`config.mk`:
```
export PLATFORM = sky130hd
export DESIGN_NAME = uart_rx_frame_flat
export DESIGN_NICKNAME = d
export VERILOG_FILES = /design/src/rtl/uart_rx_pkg.sv /design/src/rtl/uart_rx_frame_if.sv /design/src/rtl/uart_rx_sampler.sv /design/src/rtl/uart_rx_frame.sv /design/src/flat_wrapper.sv
export SDC_FILE = /design/constraint.sdc
export NUM_CORES = 1
export LEC_CHECK = 0
export ABC_AREA = 1
export BUFFER_PORTS_ARGS = -buffer_cell sky130_fd_sc_hd__clkbuf_2
export CAP_MARGIN = 20
export CORE_AREA = 8 8 80 89
export DETAILED_ROUTE_END_ITERATION = 8
export DIE_AREA = 0 0 88 97
export PLACE_DENSITY = 0.64
export SYNTH_ARGS = -nofsm -noshare
export SYNTH_HDL_FRONTEND = slang
export SYNTH_SLANG_ARGS = --single-unit
export TNS_END_PERCENT = 20
```
`constraint.sdc`:
```
create_clock -name CLK -period 4.1 [get_ports CLK]
set_input_delay 0.41 -clock CLK [delete_from_list [all_inputs] [get_ports CLK]]
set_output_delay 0.41 -clock CLK [all_outputs]
set_load 0.05 [all_outputs]
```
`src/rtl/uart_rx_pkg.sv`:
```
// Shared types and constants for the UART receive front-end.
// Holds the frame FSM state encoding, the legal oversample ratios and the parity-type codes.
package uart_rx_pkg;

    typedef enum logic [2:0] {
        IDLE,
        START,
        DATA,
        PARITY,
        STOP,
        DONE
    } rx_state_e;

    localparam int PRESCALE_8  = 8;
    localparam int PRESCALE_16 = 16;
    localparam int PRESCALE_32 = 32;

    localparam logic EVEN = 1'b0;
    localparam logic ODD  = 1'b1;

    // Parity bit the transmitter should have sent, given the XOR of the payload.
    function automatic logic parity_bit(input logic data_xor, input logic par_typ);
        return data_xor ^ par_typ;
    endfunction

endpackage

```
`src/rtl/uart_rx_frame_if.sv`:
```
// Serial-line, configuration and frame-output bundle of the UART receiver.
// The slave side is the receiver; the master side drives the line and consumes frames.
interface uart_rx_frame_if #(
    parameter int DATA_WIDTH     = 8,
    parameter int PRESCALE_WIDTH = 6
);

    logic                      RX_IN;
    logic [PRESCALE_WIDTH-1:0] PRESCALE;
    logic                      PAR_EN;
    logic                      PAR_TYP;
    logic [DATA_WIDTH-1:0]     P_DATA;
    logic                      DATA_VALID;
    logic                      PAR_ERR;
    logic                      STP_ERR;

    modport master (
        output RX_IN, PRESCALE, PAR_EN, PAR_TYP,
        input  P_DATA, DATA_VALID, PAR_ERR, STP_ERR
    );

    modport slave (
        input  RX_IN, PRESCALE, PAR_EN, PAR_TYP,
        output P_DATA, DATA_VALID, PAR_ERR, STP_ERR
    );

endinterface

```
`src/rtl/uart_rx_sampler.sv`:
```
// RX line synchroniser, per-bit edge counter and three-sample mid-bit majority vote.
// The counter free-runs 0..prescale-1 while run is high and parks at 0 otherwise.
module uart_rx_sampler #(
    parameter int PRESCALE_WIDTH = 6
) (
    input  logic                      CLK,
    input  logic                      RST,
    input  logic                      rx_in,
    input  logic                      run,
    input  logic [PRESCALE_WIDTH-1:0] prescale,
    output logic                      line,
    output logic [PRESCALE_WIDTH-1:0] ec,
    output logic                      sampled_bit,
    output logic                      bit_done
);

    logic                      sync1;
    logic                      sync2;
    logic [2:0]                samples;
    logic [PRESCALE_WIDTH-1:0] half;

    assign half = {1'b0, prescale[PRESCALE_WIDTH-1:1]};

    // NOTE: synchroniser flops reset to the idle-high line level so that
    // reset release never looks like a falling start edge.
    always_ff @(posedge CLK or negedge RST) begin
        if (!RST) begin
            sync1 <= 1'b1;
            sync2 <= 1'b1;
        end else begin
            sync1 <= rx_in;
            sync2 <= sync1;
        end
    end

    assign line     = sync2;
    assign bit_done = (ec == prescale - PRESCALE_WIDTH'(1));

    always_ff @(posedge CLK or negedge RST) begin
        if (!RST) begin
            ec <= '0;
        end else if (run) begin
            ec <= bit_done ? '0 : ec + PRESCALE_WIDTH'(1);
        end else begin
            ec <= '0;
        end
    end

    // Three consecutive samples centred on mid-bit.
    always_ff @(posedge CLK or negedge RST) begin
        if (!RST) begin
            samples <= 3'b111;
        end else begin
            if (ec == half - PRESCALE_WIDTH'(2)) samples[0] <= line;
            if (ec == half - PRESCALE_WIDTH'(1)) samples[1] <= line;
            if (ec == half)                      samples[2] <= line;
        end
    end

    assign sampled_bit = (samples[0] & samples[1]) |
                         (samples[0] & samples[2]) |
                         (samples[1] & samples[2]);

endmodule

```
`src/rtl/uart_rx_frame.sv`:
```
// UART receive frame engine: start/data/parity/stop FSM around the oversampling sampler.
// Emits registered one-cycle DATA_VALID / PAR_ERR / STP_ERR pulses during the DONE cycle.
module uart_rx_frame
    import uart_rx_pkg::*;
#(
    parameter int DATA_WIDTH     = 8,
    parameter int PRESCALE_WIDTH = 6
) (
    input  logic            CLK,
    input  logic            RST,
    uart_rx_frame_if.slave  rx
);

    localparam int BC_WIDTH = (DATA_WIDTH > 1) ? $clog2(DATA_WIDTH) : 1;
    localparam logic [BC_WIDTH-1:0] LAST_BIT = BC_WIDTH'(DATA_WIDTH - 1);

    rx_state_e                 state_q;
    rx_state_e                 state_d;
    logic [PRESCALE_WIDTH-1:0] prescale_q;
    logic                      par_en_q;
    logic                      par_typ_q;
    logic [DATA_WIDTH-1:0]     shift_q;
    logic [BC_WIDTH-1:0]       bc_q;
    logic                      par_flag_q;

    logic                      line;
    logic [PRESCALE_WIDTH-1:0] ec;
    logic                      sampled_bit;
    logic                      bit_done;
    logic                      vote_ready;
    logic                      run;
    logic                      start_det;
    logic                      valid_d;
    logic                      par_err_d;
    logic                      stp_err_d;

    uart_rx_sampler #(
        .PRESCALE_WIDTH (PRESCALE_WIDTH)
    ) u_sampler (
        .CLK         (CLK),
        .RST         (RST),
        .rx_in       (rx.RX_IN),
        .run         (run),
        .prescale    (prescale_q),
        .line        (line),
        .ec          (ec),
        .sampled_bit (sampled_bit),
        .bit_done    (bit_done)
    );

    // Majority vote is settled one edge after the last mid-bit sample.
    assign vote_ready = (ec == {1'b0, prescale_q[PRESCALE_WIDTH-1:1]} + PRESCALE_WIDTH'(1));
    assign start_det  = ((state_q == IDLE) || (state_q == DONE)) && !line;

    // NOTE: every signal driven here gets a default first, so no path
    // through the case statement can infer a latch.
    always_comb begin
        state_d   = state_q;
        valid_d   = 1'b0;
        par_err_d = 1'b0;
        stp_err_d = 1'b0;
        unique case (state_q)
            IDLE, DONE: begin
                state_d = line ? IDLE : START;
            end
            START: begin
                if (vote_ready && sampled_bit) begin
                    state_d = IDLE;
                end else if (bit_done) begin
                    state_d = DATA;
                end
            end
            DATA: begin
                if (bit_done && (bc_q == LAST_BIT)) begin
                    state_d = par_en_q ? PARITY : STOP;
                end
            end
            PARITY: begin
                if (bit_done) state_d = STOP;
            end
            STOP: begin
                if (bit_done) begin
                    state_d = DONE;
                    if (par_flag_q)        par_err_d = 1'b1;
                    else if (!sampled_bit) stp_err_d = 1'b1;
                    else                   valid_d   = 1'b1;
                end
            end
            default: state_d = IDLE;
        endcase
    end

    // The edge counter runs for exactly the cycles that belong to a frame bit;
    // leaving START on a glitch or finishing STOP parks it back at zero.
    assign run = (state_d == START) || (state_d == DATA) ||
                 (state_d == PARITY) || (state_d == STOP);

    // NOTE: sequential state uses non-blocking assignments only, so every
    // flop samples the pre-edge value of its neighbours.
    always_ff @(posedge CLK or negedge RST) begin
        if (!RST) begin
            state_q       <= IDLE;
            prescale_q    <= PRESCALE_WIDTH'(PRESCALE_8);
            par_en_q      <= 1'b0;
            par_typ_q     <= EVEN;
            shift_q       <= '0;
            bc_q          <= '0;
            par_flag_q    <= 1'b0;
            rx.P_DATA     <= '0;
            rx.DATA_VALID <= 1'b0;
            rx.PAR_ERR    <= 1'b0;
            rx.STP_ERR    <= 1'b0;
        end else begin
            state_q       <= state_d;
            rx.DATA_VALID <= valid_d;
            rx.PAR_ERR    <= par_err_d;
            rx.STP_ERR    <= stp_err_d;
            if (valid_d) rx.P_DATA <= shift_q;

            // Configuration is frozen for the whole frame at its start edge.
            if (start_det) begin
                prescale_q <= rx.PRESCALE;
                par_en_q   <= rx.PAR_EN;
                par_typ_q  <= rx.PAR_TYP;
                par_flag_q <= 1'b0;
                bc_q       <= '0;
            end

            if ((state_q == DATA) && bit_done) begin
                shift_q <= {sampled_bit, shift_q[DATA_WIDTH-1:1]};
                bc_q    <= (bc_q == LAST_BIT) ? '0 : bc_q + BC_WIDTH'(1);
            end

            if ((state_q == PARITY) && bit_done) begin
                par_flag_q <= (sampled_bit != parity_bit(^shift_q, par_typ_q));
            end
        end
    end

endmodule

```
`src/flat_wrapper.sv`:
```
// flat-port wrapper written by rule: the top's interface ports become plain ports
module uart_rx_frame_flat import uart_rx_pkg::*;
#(
    parameter int DATA_WIDTH     = 8,
    parameter int PRESCALE_WIDTH = 6
)
  (CLK, RST, rx_RX_IN, rx_PRESCALE, rx_PAR_EN, rx_PAR_TYP, rx_P_DATA, rx_DATA_VALID, rx_PAR_ERR, rx_STP_ERR);
  uart_rx_frame_if #(.DATA_WIDTH(DATA_WIDTH), .PRESCALE_WIDTH(PRESCALE_WIDTH)) rx_i ();
  input  logic CLK;
  input  logic RST;
  input wire logic [$bits(rx_i.RX_IN)-1:0] rx_RX_IN;
  input wire logic [$bits(rx_i.PRESCALE)-1:0] rx_PRESCALE;
  input wire logic [$bits(rx_i.PAR_EN)-1:0] rx_PAR_EN;
  input wire logic [$bits(rx_i.PAR_TYP)-1:0] rx_PAR_TYP;
  output wire logic [$bits(rx_i.P_DATA)-1:0] rx_P_DATA;
  output wire logic [$bits(rx_i.DATA_VALID)-1:0] rx_DATA_VALID;
  output wire logic [$bits(rx_i.PAR_ERR)-1:0] rx_PAR_ERR;
  output wire logic [$bits(rx_i.STP_ERR)-1:0] rx_STP_ERR;
  assign rx_i.RX_IN = rx_RX_IN;
  assign rx_i.PRESCALE = rx_PRESCALE;
  assign rx_i.PAR_EN = rx_PAR_EN;
  assign rx_i.PAR_TYP = rx_PAR_TYP;
  assign rx_P_DATA = rx_i.P_DATA;
  assign rx_DATA_VALID = rx_i.DATA_VALID;
  assign rx_PAR_ERR = rx_i.PAR_ERR;
  assign rx_STP_ERR = rx_i.STP_ERR;
  uart_rx_frame #(.DATA_WIDTH(DATA_WIDTH), .PRESCALE_WIDTH(PRESCALE_WIDTH)) u_core (.CLK(CLK), .RST(RST), .rx(rx_i));
endmodule
```
# After elaboration in Yosys (flattened, before gate mapping)
# Index checks and enable logic that the tools add are counted.
# totals
register_bits	45
word_cells	86
output_inout_bits	11
input_bits	11
# classes
bitwise	6
addsub	6
reduce_logical	15
n_mux	26
n_eq_ne	16
# op_table
operator	count
2-to-1 mux 3 bit	9
== test 6 bit	4
case mux 3 bit (5 select lines)	1
2-to-1 mux 1 bit	14
== test 3 x 2 -> 1 bit (second input constant)	4
== test 3 bit (second input constant)	4
2-to-1 mux 6 bit	2
parity 8 bit	1
adder 5 x 1 -> 6 bit (second input constant)	1
adder 6 x 1 -> 6 bit (second input constant)	1
== test 3 x 1 -> 1 bit (second input constant)	2
== test 6 x 5 -> 1 bit	1
subtractor 5 x 1 -> 6 bit (second input constant)	1
subtractor 5 x 2 -> 6 bit (second input constant)	1
subtractor 6 x 1 -> 6 bit (second input constant)	1
logical AND 1 bit	5
logical OR 1 bit	4
nonzero test 2 bit	2
adder 3 x 1 -> 3 bit (second input constant)	1
bitwise AND 1 bit	3
logical NOT 3 bit	1
OR 1 bit	2
OR reduction 2 bit	1
logical NOT 1 bit	1
2 further kinds	2

# Depth between registers and ports, before layout
# logic_depth
word_depth	11
depth_mapped	16
ltp_nobuf	16

# Hierarchy
# A second synthesis with hierarchy kept.
# unflattened
cells_unflattened	361
area_unflattened_um2	2756.4
# by_module_without_submodules
module	instances	area_per_inst_um2	cells_each	seq_area_each_um2
uart_rx_frame	1	1735.4	211	852.1
uart_rx_sampler	1	1021.0	150	281.5

# Worst setup path after synthesis
# Ideal clock, no wire load.
# synth_path
path_kind	register to register
start	register u_core.prescale_q[1]
end	register u_core.u_sampler.ec[0]
t_required_ns	3.984
synth_period_minus_slack_ns	1.984
setup_time_ns	0.116
path_buffers	0
stages_incl_launch_ff	16
path_slack_ns	2.116
arrival_ns	1.868
cell_sequence	dfrtp_1 -> inv_1 -> ha_1 -> inv_1 -> nand2_1 -> nand2_1 -> nor2_4 -> nand2_2 -> nor2_4 -> nand3_2 -> nand2_2 -> nand3_1 -> nor2_2 -> nand3_2 -> nand2_4 -> nor2_2
# synth_between
elab_chain_len	10
word_cells_on_any_way	21
cone_classes	add/sub (2); eq/ne (6); mux (8); reduce/logical (5)
# synth_rtl
item	line_no	source
from (decl)	uart_rx_frame.sv:19	logic [PRESCALE_WIDTH-1:0] prescale_q;
from (signal assigned)	uart_rx_frame.sv:103	prescale_q <= PRESCALE_WIDTH'(PRESCALE_8);
from (signal assigned)	uart_rx_frame.sv:122	prescale_q <= rx.PRESCALE;
subtractor 6 x 1 -> 6 bit or adder 5 x 1 -> 6 bit (tied branches)	uart_rx_sampler.sv:37, uart_rx_frame.sv:52	
== test 6 bit, on equally long branches	uart_rx_sampler.sv:37, uart_rx_frame.sv:52	
2-to-1 mux 3 bit, or another cell as far along	uart_rx_frame.sv:69	end else if (bit_done) begin
2-to-1 mux 3 bit, on equally long branches	uart_rx_frame.sv:67, uart_rx_frame.sv:74	
case mux 3 bit (5 select lines)	uart_rx_frame.sv:62	unique case (state_q)
== test 3 x 1 -> 1 bit or == test 3 x 2 -> 1 bit (tied branches)	uart_rx_frame.sv:95	assign run = (state_d == START) || (state_d == DATA) ||
logical OR 1 bit (2 in series)	uart_rx_frame.sv:95	
logical OR 1 bit	uart_rx_frame.sv:96	(state_d == PARITY) || (state_d == STOP);
2-to-1 mux 6 bit (*)	uart_rx_sampler.sv:42	end else if (run) begin
to (signal assigned)	uart_rx_sampler.sv:43	ec <= bit_done ? '0 : ec + PRESCALE_WIDTH'(1);
to (decl)	uart_rx_sampler.sv:12	output logic [PRESCALE_WIDTH-1:0] ec,
# Every way passes the cells marked *; elsewhere a longest branch is shown, timed or not.
# A chain may end at the register's enable or synchronous reset.

# Worst setup path after layout
# Ends and elaborated chain as after synthesis.

==> summary.md <==
| Metric | Value |
|---|---|
| CTS tree | `done` |
| Min setup slack post-route | `approximately 1.7 ns` |
| Avg Cell Area, Syn | `about 7.8 um2` |
| WP data arrival | `2.58 ns` |
| Drt first pass iters | `4` |
| Via count | `about 2200` |
| Number of global-route vias before repair | `2300` |
| Pin count of the biggest net entering global routing | `46` |
| Yosys Warn Count | `0` |
| Cell with the most instances after synthesis | `nand2_1` |
| Syn_nets | `approximately 370` |
| Hold-fix buffers, CTS | `0` |
| Layout cells sized above 1 | `between 20% and 30%` |
| Post-CTS Setup Inserts | `0` |
| Fin crit share | `between 50% and 60%` |
| Routed len/inst | `~13 um` |
| ANT cells | `0` |
| Number of DRC markers in iteration 0 | `49` |
| Power per cell area | `between 600 and 700 mW/mm2` |
| Lkg Pwr | `about 1.5 nW` |
| Initial antenna violation count | `0` |
| Clock share of power | `17.3%` |
| Max-slew violations | `0` |
| PortBufs | `21` |
| Peak supply drop | `~0.32 mV` |
| Post-Place Worst Slack | `approximately 1.7 ns` |
| Seq/Total Area, Yosys | `41.4%` |
| DRC violations left | `0` |
| Sw Pwr | `between 0.8 and 0.9 mW` |
| WL final | `a little under 6000 um` |
| Post-Syn Instances | `350` |
| Cells on worst reg2reg path | `14` |
| Initial Utilization | `approximately 50%` |
| Ranking of synthesized cells by area | `dfrtp_1 36%, nand2_1 14%, dfstp_2 5.8%` |
| Status | `completed` |
| Reg2Reg Capture Point | `u_core.u_sampler.ec[0]` |
| Top fanout value on the critical path | `8` |
| Top_reg_cell synth | `dfrtp_1` |
| Crit path kind | `reg -> reg` |
| Core Rows | `29` |
| Max Cap Viol | `0` |
| Worst r2r src | `u_core.prescale_q[1]` |
| Die height | `around 97 um` |
| Finish-stage setup viols | `0` |
| Worst Tran Pin Value | `just under 0.9 ns` |
| FF-to-FF setup slack | `1.71 ns` |
| Clock root buffer master | `clkbuf_8` |
| Crit path launch type | `register` |
| Latest clock arrival within the worst-skew pair | `about 0.30 ns` |
| Nets@finish | `around 400` |
| Number of synthesized register bits | `45` |
| Syn-to-layout area delta | `10.6%` |
| Setup_tns | `0 ns` |
| Flop pwr share | `between 30% and 40%` |
| Clk slew on worst S/H paths | `around 0.09 ns` |
| EDFF count, synth | `0` |
| Residual overflow from global routing | `0` |
| Max Used Layer | `met4` |
| P_int | `1.05 mW` |
| WL met1 | `between 2000 and 3000 um` |
| Vias per std cell | `just under 5` |
| Most frequent cells after synthesis | `99 x nand2_1, 42 x inv_1, 39 x dfrtp_1` |
| Post-synth ARST share | `100%` |
| Clock Tree Buf Depth | `2` |
| DIE AREA | `0.00854 mm2` |
| Combinational Power Share | `just under 50%` |
| ANT nets after route | `0` |
| Fin. Hold Viols | `0` |
| Sw frac | `around 45%` |
| Crit path capture type | `register` |
| IO Pins | `22` |
| Fin Clk Skew | `between 0.008 and 0.009 ns` |
| Synth area leader | `dfrtp_1` |
| Area fraction of the dominant cell type after synthesis | `between 30% and 40%` |
| Routed length on met2 | `just under 3000 um` |
| CTS Buf Count | `5` |
| Fmax | `between 400 and 500 MHz` |
| Metal3 WL | `roughly 170 um` |
| Die W | `roughly 88 um` |
| Final Critical Period | `~2.4 ns` |
| H-Tree Depth | `2` |
| First-pass GRT wire length | `10400 um` |
| Final RePlAce weighted congestion | `0.915` |
| Core footprint | `0.00562 mm2` |
| Hold/Removal Path Class | `in -> async` |
| Post-CTS Resized | `0` |
| WP data required | `4.30 ns` |
| Cell area after synthesis | `0.00274 mm2` |
| Slew HR | `42.0%` |
| Clock Sinks | `45` |
| Distinct cells, synth | `33` |
| Gr usage total | `between 15 and 20%` |
| RSZ-0062 raised after global routing | `no` |
| Hpwl dp | `4520 um` |
-- routing by layer --
metal	GRT usage [%]	vias to the layer above
met1	17.8	1030
met3	3.55	9
met5	0	-
met2	26.1	30
met4	4.64	0
li1	-	1140
-- worst max path at each step --
stage / cells past startpoint / slack (ns) / from / to
final: 14 / 1.71 / u_core.prescale_q[1] / u_core.u_sampler.ec[0]
after global routing: 14 / 1.50 / u_core.prescale_q[1] / u_core.u_sampler.ec[2]
after CTS: 14 / 1.70 / u_core.prescale_q[1] / u_core.u_sampler.ec[3]
after detailed placement: 12 / 1.75 / u_core.prescale_q[3] / u_core.u_sampler.ec[3]
after global placement: 12 / 1.74 / u_core.prescale_q[3] / u_core.u_sampler.ec[2]
after floorplan: 15 / 2.12 / u_core.prescale_q[1] / u_core.u_sampler.ec[0]
-- cells in the final DEF (no fill, tap or decap), drive strengths merged --
master,Yosys,final
nand2,111,111
inv,50,50
dfrtp,39,39
nor2,39,39
clkbuf,1,27
nand3,25,25
o21ai,24,24
a21oi,11,11
ha,10,10
xnor2,9,9
dfstp,6,6
xor2,5,5
nand4,4,4
nor3,3,3
or2,3,3
nand3b,2,2
o211ai,1,1
o22ai,1,1
nor4,1,1
mux2,1,1
a32o,1,1
bufinv,0,1
clkinv,0,1
buf,3,1
-- final cells by class --
| type | instances | area (um2) |
|---|---|---|
| timing repair buffer | 22 | 113 |
| clock inverter | 2 | 35.0 |
| sequential | 45 | 1130 |
| tap | 77 | 96.3 |
| clock buffer | 6 | 72.6 |
| inverter | 50 | 188 |
| fill | 550 | 2590 |
| multi-input combinational | 251 | 1390 |
-- state kept, by name (all words and copies together), names as in the netlist, 3 cells and up --
register,flops
u_core.state_q,3
u_core.prescale_q,6
u_core.shift_q,8
u_core.u_sampler.ec,6
u_core.u_sampler.samples,3
u_core.bc_q,3
u_core.rx.P_DATA,8
-- worst max-delay path: stages, from the launching register on --
cell     delay, ns
dfrtp_1       0.48
inv_1         0.15
ha_1          0.24
inv_1         0.12
nand2_1       0.06
nand2_1       0.06
nand3_1       0.09
a21oi_1       0.24
nand3_2       0.22
nand2_2       0.12
nand3_1       0.08
nor2_2        0.16
nand3_2       0.11
nand2_4       0.13
nor2_2        0.04
-- power groups by stage --
stage	logic (mW)	registers [mW]	clock network, mW
after CTS	0.926	0.653	0.340
after detailed placement	0.923	0.661	0
after global placement	0.905	0.658	0
after floorplan	0.764	0.617	0
after global routing	1.06	0.668	0.359
final	0.920	0.653	0.330
-- through the flow --
| step | area (um2) | total power, mW | hold slack, ns | std cells | utilization (%) |
|---|---|---|---|---|---|
| after floorplan | 2740 | 1.38 | 0.114 | 350 | - |
| after global placement | 2920 | 1.56 | 0.348 | 445 | 52.0 |
| after detailed placement | 2920 | 1.58 | 0.349 | 445 | 52.0 |
| after CTS | 3030 | 1.92 | 0.181 | 453 | 53.9 |
| after global routing | 3030 | 2.09 | 0.167 | 453 | 53.9 |
| final | 3030 | 1.90 | 0.175 | 453 | 53.9 |
-- cell families after synthesis --
| group | synth area share [%] |
|---|---|
| AND/OR/NAND/NOR | 33.2 |
| buffers and inverters | 7.77 |
| flip-flops | 41.4 |
| AO/OA/AOI/OAI | 8.22 |
| XOR/XNOR | 4.48 |
| adder cells (fa/ha/maj) | 4.57 |
| multiplexers | 0.411 |
(Power assumes the default switching activity.)
